$ cat config.mk
export PLATFORM = sky130hd
export DESIGN_NAME = pipeline_controller
export DESIGN_NICKNAME = d
export VERILOG_FILES = /design/src/rtl/pipeline_controller.sv
export SDC_FILE = /design/constraint.sdc
export NUM_CORES = 1
export LEC_CHECK = 0
export BUFFER_PORTS_ARGS = -buffer_cell sky130_fd_sc_hd__buf_2
export CORE_MARGIN = 2
export CORE_UTILIZATION = 56
export CTS_BUF_LIST = sky130_fd_sc_hd__clkbuf_8
export CTS_CLUSTER_SIZE = 40
export DETAILED_ROUTE_END_ITERATION = 10
export PLACE_DENSITY = 0.92
export SLEW_MARGIN = 10
export SYNTH_ARGS = -nofsm -noshare
export SYNTH_HDL_FRONTEND = slang
export SYNTH_SLANG_ARGS = --single-unit
$ cat constraint.sdc
create_clock -name clk -period 6.05 [get_ports clk]
set_clock_uncertainty 0.05 [all_clocks]
set_input_delay 0.605 -clock clk [delete_from_list [all_inputs] [get_ports clk]]
set_output_delay 0.605 -clock clk [all_outputs]
set_load 0.05 [all_outputs]
$ cat src/rtl/pipeline_controller.sv
// pipeline_controller: stall/flush sequencer for load-use hazards, multi-cycle vector memory ops and taken branches,
// with a saturating stall-cycle counter.
module pipeline_controller #(
    parameter int         MEM_LATENCY = 4,
    parameter logic [4:0] OP_LDR      = 5'd3,
    parameter logic [4:0] OP_VLDR     = 5'd16,
    parameter logic [4:0] OP_VSTR     = 5'd17
) (
    input  logic        clk,
    input  logic        reset,
    input  logic [3:0]  d_src1,
    input  logic [3:0]  d_src2,
    input  logic        d_src1_valid,
    input  logic        d_src2_valid,
    input  logic        ex_valid,
    input  logic [4:0]  ex_opcode,
    input  logic [2:0]  ex_wb_register,
    input  logic        branch_taken,
    output logic        en_fetch,
    output logic        en_decode,
    output logic        en_execute,
    output logic        flush_fd,
    output logic        flush_de,
    output logic        bubble_em,
    output logic        busy,
    output logic [15:0] stall_count
);
    localparam int CW = $clog2(MEM_LATENCY);
    typedef enum logic {RUN, VMEM_BUSY} state_t;
    state_t        r_state;
    logic [CW-1:0] r_cnt;
    logic [15:0]   r_stall;
    logic          w_vmem, w_ld, w_hit, w_hold, w_br, w_lu;
    logic [3:0]    w_tag;
    assign w_vmem = ex_valid & (ex_opcode == OP_VLDR | ex_opcode == OP_VSTR);
    assign w_ld   = ex_valid & (ex_opcode == OP_LDR | ex_opcode == OP_VLDR);
    // A scalar load targets file 0, a vector load file 1.
    assign w_tag  = {ex_opcode == OP_VLDR, ex_wb_register};
    assign w_hit  = w_ld & ((d_src1_valid & d_src1 == w_tag) | (d_src2_valid & d_src2 == w_tag));
    assign w_hold = (r_state == RUN) ? w_vmem : (r_cnt != '0);
    assign w_br   = (r_state == RUN) & ~w_vmem & branch_taken;
    assign w_lu   = ~w_hold & ~w_br & w_hit;
    assign en_fetch    = ~reset & ~w_hold & ~w_lu;
    assign en_decode   = ~reset & ~w_hold & ~w_lu;
    assign en_execute  = ~reset & ~w_hold;
    assign flush_fd    = reset | w_br;
    assign flush_de    = reset | w_br | w_lu;
    assign bubble_em   = reset | w_hold;
    assign busy        = (r_state == VMEM_BUSY);
    assign stall_count = r_stall;
    always_ff @(posedge clk) begin
        if (reset) begin
            r_state <= RUN;
            r_cnt   <= '0;
            r_stall <= '0;
        end else begin
            if (r_state == RUN && w_vmem) begin
                r_state <= VMEM_BUSY;
                r_cnt   <= CW'(MEM_LATENCY - 2);
            end else if (r_state == VMEM_BUSY) begin
                r_state <= (r_cnt == '0) ? RUN : VMEM_BUSY;
                r_cnt   <= (r_cnt == '0) ? r_cnt : r_cnt - 1'b1;
            end
            if (!en_decode && r_stall != 16'hFFFF)
                r_stall <= r_stall + 16'd1;
        end
    end
endmodule

# Word-level counts from Yosys, hierarchy flattened
# Index checks and enable logic that the tools add are counted.
dict set report totals {
  regBits 19
  inputBits 22
  output_inout_bits 23
  word_cells 53
}
dict set report classes {
  add_sub_neg 2
  n_eq_ne 7
  mux 7
  bitwise 24
  reduce_logical 9
}
# op count
set op_table {}
lappend op_table {{16-bit by 1-bit adder with 16-bit output (second input constant)} 1}
lappend op_table {{16-bit != test (second input constant)} 1}
lappend op_table {{1-bit bitwise AND} 11}
lappend op_table {{5-bit equality test (second input constant)} 2}
lappend op_table {{4-bit equality test} 2}
lappend op_table {{1-bit inverter} 7}
lappend op_table {{2-bit two-way mux} 3}
lappend op_table {{1-bit OR} 6}
lappend op_table {{5-bit by 2-bit equality test with 1-bit output (second input constant)} 1}
lappend op_table {{1-bit two-way mux} 4}
lappend op_table {{2-bit AND reduction} 2}
lappend op_table {{2-bit nonzero test} 2}
lappend op_table {{1-bit logical AND} 2}
lappend op_table {{2-bit logical NOT} 1}
lappend op_table {{2-bit != test (second input constant)} 1}
lappend op_table {{2-bit OR reduction} 1}
lappend op_table {{2-bit by 1-bit subtractor with 2-bit output (second input constant)} 1}
lappend op_table {{1-bit logical NOT} 1}

# Longest topological paths before layout
dict set report depth {
  depth_word 13
  mapped_depth 7
  depth_no_buf 6
}

# Least setup slack after synthesis
# Ideal clock, no wire load.
dict set report synth_path {
  kind {input port to output port}
  from {in ex_opcode[4]}
  to {out en_fetch}
  arrival_ps 3248
  required_ps 5395
  path_slack_ps 2147
  path_stages 7
  path_buffers 2
  path_cell_list {nor2b_1 > a31oi_1 > o21ai_1 > inv_1 > buf_1 > and2_1 > buf_4}
}
dict set report synth_between {
  word_cells_on_any_way 24
  classes_between {eq/ne: 5; mux: 1; bitwise: 18}
}
# item line
set synth_lines {}
lappend synth_lines {{from (decl)} 16} ;# input logic [4:0] ex_opcode,
lappend synth_lines {{5-bit equality test} 35} ;# assign w_vmem = ex_valid & (ex_opcode == OP_VLDR | ex_opcode == OP_VSTR);
lappend synth_lines {{1-bit OR *} 35}
lappend synth_lines {{1-bit bitwise AND *} 35}
lappend synth_lines {{1-bit two-way mux *} 40} ;# assign w_hold = (r_state == RUN) ? w_vmem : (r_cnt != '0);
lappend synth_lines {{1-bit inverter *} n/a}
lappend synth_lines {{1-bit bitwise AND *} n/a}
lappend synth_lines {{via en_execute} 21} ;# output logic en_execute,
lappend synth_lines {{1-bit bitwise AND *} 43} ;# assign en_fetch = ~reset & ~w_hold & ~w_lu;
lappend synth_lines {{to (decl)} 19} ;# output logic en_fetch,
# Mark *: on every way through the listed nets, which the timed path passes. The rest lies on a longest branch.

# Worst setup path after layout
dict set report layout_path {
  from {in ex_opcode[1]}
  to {out en_decode}
}
dict set report layout_between {
  elab_chain_len 11
  word_cells_on_any_way 24
  classes_between {eq/ne: 5; mux: 1; bitwise: 18}
}
# item line
set layout_lines {}
lappend layout_lines {{5-bit equality test, on equally long branches} {35, 36, 38}}
lappend layout_lines {{1-bit OR} 35}
lappend layout_lines {{1-bit bitwise AND} 35}
lappend layout_lines {{1-bit inverter} 41} ;# assign w_br = (r_state == RUN) & ~w_vmem & branch_taken;
lappend layout_lines {{1-bit bitwise AND (2 in a row)} 41}
lappend layout_lines {{1-bit inverter} 42} ;# assign w_lu = ~w_hold & ~w_br & w_hit;
lappend layout_lines {{1-bit bitwise AND (2 in a row)} 42}
lappend layout_lines {{1-bit inverter} 44} ;# assign en_decode = ~reset & ~w_hold & ~w_lu;
lappend layout_lines {{1-bit bitwise AND *} 44}
lappend layout_lines {{to (decl)} 20} ;# output logic en_decode,
# Mark *: on every way between the ends. The rest lies on a longest branch, timed or not.

==> metrics.txt <==
status completed; Starting Density 59.45%; Critical Path Sink en_decode; htree depth 1; Reg2Reg Setup Slack 3.70 ns; CTS Buf Count 3; Max Buffers Root-to-Sink 2; gr usage total 24.58%; post-route setup TNS 0 ns; Pre-antenna DRT Iters 4; power density over cell area 171.8 nW/um^2; Setup crit start ex_opcode[1]; Seq/Total Area, Yosys 28.92%; Hold Path Class flop to flop; RSZ-0062 raised after global routing no; DIE AREA 2752 sq um; Synth top area share 28.92%; CORE AREA 2212 sq um; Final Hold Vio Count 0; Max VDD drop 0.1523 mV; Cells after Synth 164; Die Span Y 52.46 um; worst skew pair latency 0.26 ns; Post-CTS Resized 0; Final Setup Violations 0; area leader, netlist dfxtp_1; clock share of power 32.9%; diodes inserted 0; placer congestion estimate 0.8557; NetSw 0.08279 mW; Post-CTS Setup Bufs 0; DRT iter0 DRCs 38; layout cells sized above 1 27.80%; Via density 6.073; metal3 WL 254 um; Final Cycle Share 54.48%; Syn-to-layout area delta 20.36%; Comb pwr share 19.4%; distinct cell type count after synthesis 46; dominant cells by area after synthesis dfxtp_1 (29%), mux2_1 (9.4%), nor2_1 (7.4%); initial antenna violation count 0; Worst-path clk slew 0.07 ns; # DRC 0; DPL Wire Length 2418 um; WP depth 7; FF-to-FF path depth 6; vias in the first global route 1234; pre-CTS WS 2.731 ns; Metal-1 WL 1368 um; wire length on met2 1581 um; sequential power share 47.6%; nets 229; Remaining Overflow, GRT 0; Net Count, Synth 187; global-route wire length before repair 5092 um; worst slew pin tran 0.7334 ns; Top cell by count, worst path buf_2; CTS root buf clkbuf_8; Crit path arrival time 2.64 ns; Max Transition Viols Final 0; hold buffers post-CTS 0; worst-path fanout max 17; Setup crit start kind input port; Post-synth ARST share 0%; Row Count 17; WL final 3261 um; Mean Syn Cell Area 8.018 sq um; Period minus WS final 3.296 ns; number of max-cap violations 0; Crit path buffers/inverters 2; CTS tree done; io pins 45; WP data required 5.39 ns; ys flop type dfxtp_1; Int Pwr 0.1892 mW; routed length per instance 14.00 um; Peak Freq 303.4 MHz; slowest cell on the critical path o21bai_2; post-route setup slack 2.754 ns; Fillers 183; largest net degree at the start of global routing 30; Leakage Power 0.6806 nW; top routing layer used met4; die span in x 52.46 um; Vias 1415; number of synthesized flops with an enable pin 0; crit-path max cell delay 0.59 ns; critical path, cell by cell buf_2, or3b_4, nor4_1, nor3_2, o21bai_2, and2_1, buf_2; max_slew headroom 50.84%; worst r2r src stall_count[1]; netlist area before placement 1315 sq um; critical path class input port to primary output; switching fraction of total power 30.44%; port bufs 44; r2r endpoint stall_count[9]; Routed Antenna Nets 0; Synthesis Warnings 0; register bit total from synthesis 19; crit end category primary output; CP top delay family simple AND/OR/NAND/NOR gates; # clock sinks 19
[power by group through the flow]
stage | Sequential (mW) | Combinational, mW | Clock, mW
after floorplan | 0.138 | 0.0303 | 0
after global placement | 0.132 | 0.0502 | 0
after detailed placement | 0.132 | 0.0527 | 0
after CTS | 0.129 | 0.0528 | 0.0896
after global routing | 0.130 | 0.0570 | 0.0930
final | 0.130 | 0.0529 | 0.0895
[worst min-delay path: stages (launching register included)]
cell and delay [ns]:
dfxtp_1 0.34, a21oi_1 0.07, nor2_1 0.08
[final cells by class]
type | count | area (sq um) | share of cell area, %
Multi-Input combinational cell | 131 | 875.8 | 55.34
Inverter | 7 | 26.28 | 1.660
Tap cell | 28 | 35.03 | 2.213
Timing Repair Buffer | 44 | 220.2 | 13.91
Sequential cell | 19 | 380.4 | 24.03
Clock inverter | 1 | 3.754 | 0.2372
Clock buffer | 3 | 41.29 | 2.609
[flip-flops by register name, indices dropped and copies added, names as in the netlist]
signal	flops
busy	1
r_cnt	2
stall_count	16
[worst min path at each step]
| stage | slack (ns) | endpoint | depth (start not counted) | start |
|---|---|---|---|---|
| global placement | 0.41 | r_cnt[0] | 2 | r_cnt[0] |
| finish | 0.47 | r_cnt[0] | 2 | r_cnt[0] |
| global route | 0.51 | stall_count[15] | 2 | stall_count[15] |
| CTS | 0.46 | r_cnt[0] | 2 | r_cnt[0] |
| floorplan | 0.40 | r_cnt[0] | 2 | r_cnt[0] |
| detailed placement | 0.44 | r_cnt[0] | 2 | r_cnt[0] |
[stage by stage]
| step | utilization (%) | std cells | instance area, sq um | hold slack, ns | power [mW] |
|---|---|---|---|---|---|
| after floorplan | - | 164 | 1315 | 0.3956 | 0.1684 |
| after CTS | 71.32 | 233 | 1578 | 0.4594 | 0.2718 |
| after global routing | 71.55 | 233 | 1583 | 0.5144 | 0.2799 |
| after global placement | 69.29 | 229 | 1533 | 0.4057 | 0.1825 |
| after detailed placement | 69.29 | 229 | 1533 | 0.4385 | 0.1851 |
| final | 71.55 | 233 | 1583 | 0.4688 | 0.2720 |
[cell usage after synthesis (2+ instances only)]
cell type and n:
a211oi_1 6, a21oi_1 5, and3_1 2, clkbuf_1 4, dfxtp_1 19, inv_1 7
mux2_1 11, mux2i_1 2, nand2_1 11, nand2b_1 2, nand3_1 9, nand4_1 6
nor2_1 26, nor2b_1 11, nor3_1 2, nor3_2 2, nor4_1 3, o211ai_1 2
o31a_1 2, xnor2_1 6
[logic make-up after synthesis]
family | after synthesis | synth area share (%)
adder cells (fa/ha/maj) | 1 | 0.9513
buffers and inverters | 14 | 4.852
AND/OR/NAND/NOR | 80 | 31.21
XOR/XNOR | 6 | 3.996
AO/OA/AOI/OAI | 31 | 19.12
flip-flops | 19 | 28.92
multiplexers | 13 | 10.94
[layer usage]
metal	global-route usage, %	up-vias
met5	0	-
met4	8.974	0
met3	4.857	7
met2	45.00	63
met1	27.76	665
li1	-	680
[layout by cell type, fill, tap and decap left out, drive strengths merged, types with 2 or more instances in the layout]
master / Yosys / final
nor2: 26 / 26
and3: 2 / 2
nand3: 9 / 9
o21ai: 2 / 2
nand2b: 2 / 2
o31a: 2 / 2
dfxtp: 19 / 19
o211ai: 2 / 2
clkbuf: 4 / 3
nand4: 6 / 6
a211oi: 7 / 7
a21oi: 6 / 6
inv: 7 / 8
nor3: 4 / 4
xnor2: 6 / 6
nor2b: 11 / 11
nor4: 3 / 3
nand2: 11 / 11
mux2: 11 / 11
mux2i: 2 / 2
buf: 3 / 44
Note: power is estimated with default switching activity, not from simulation.
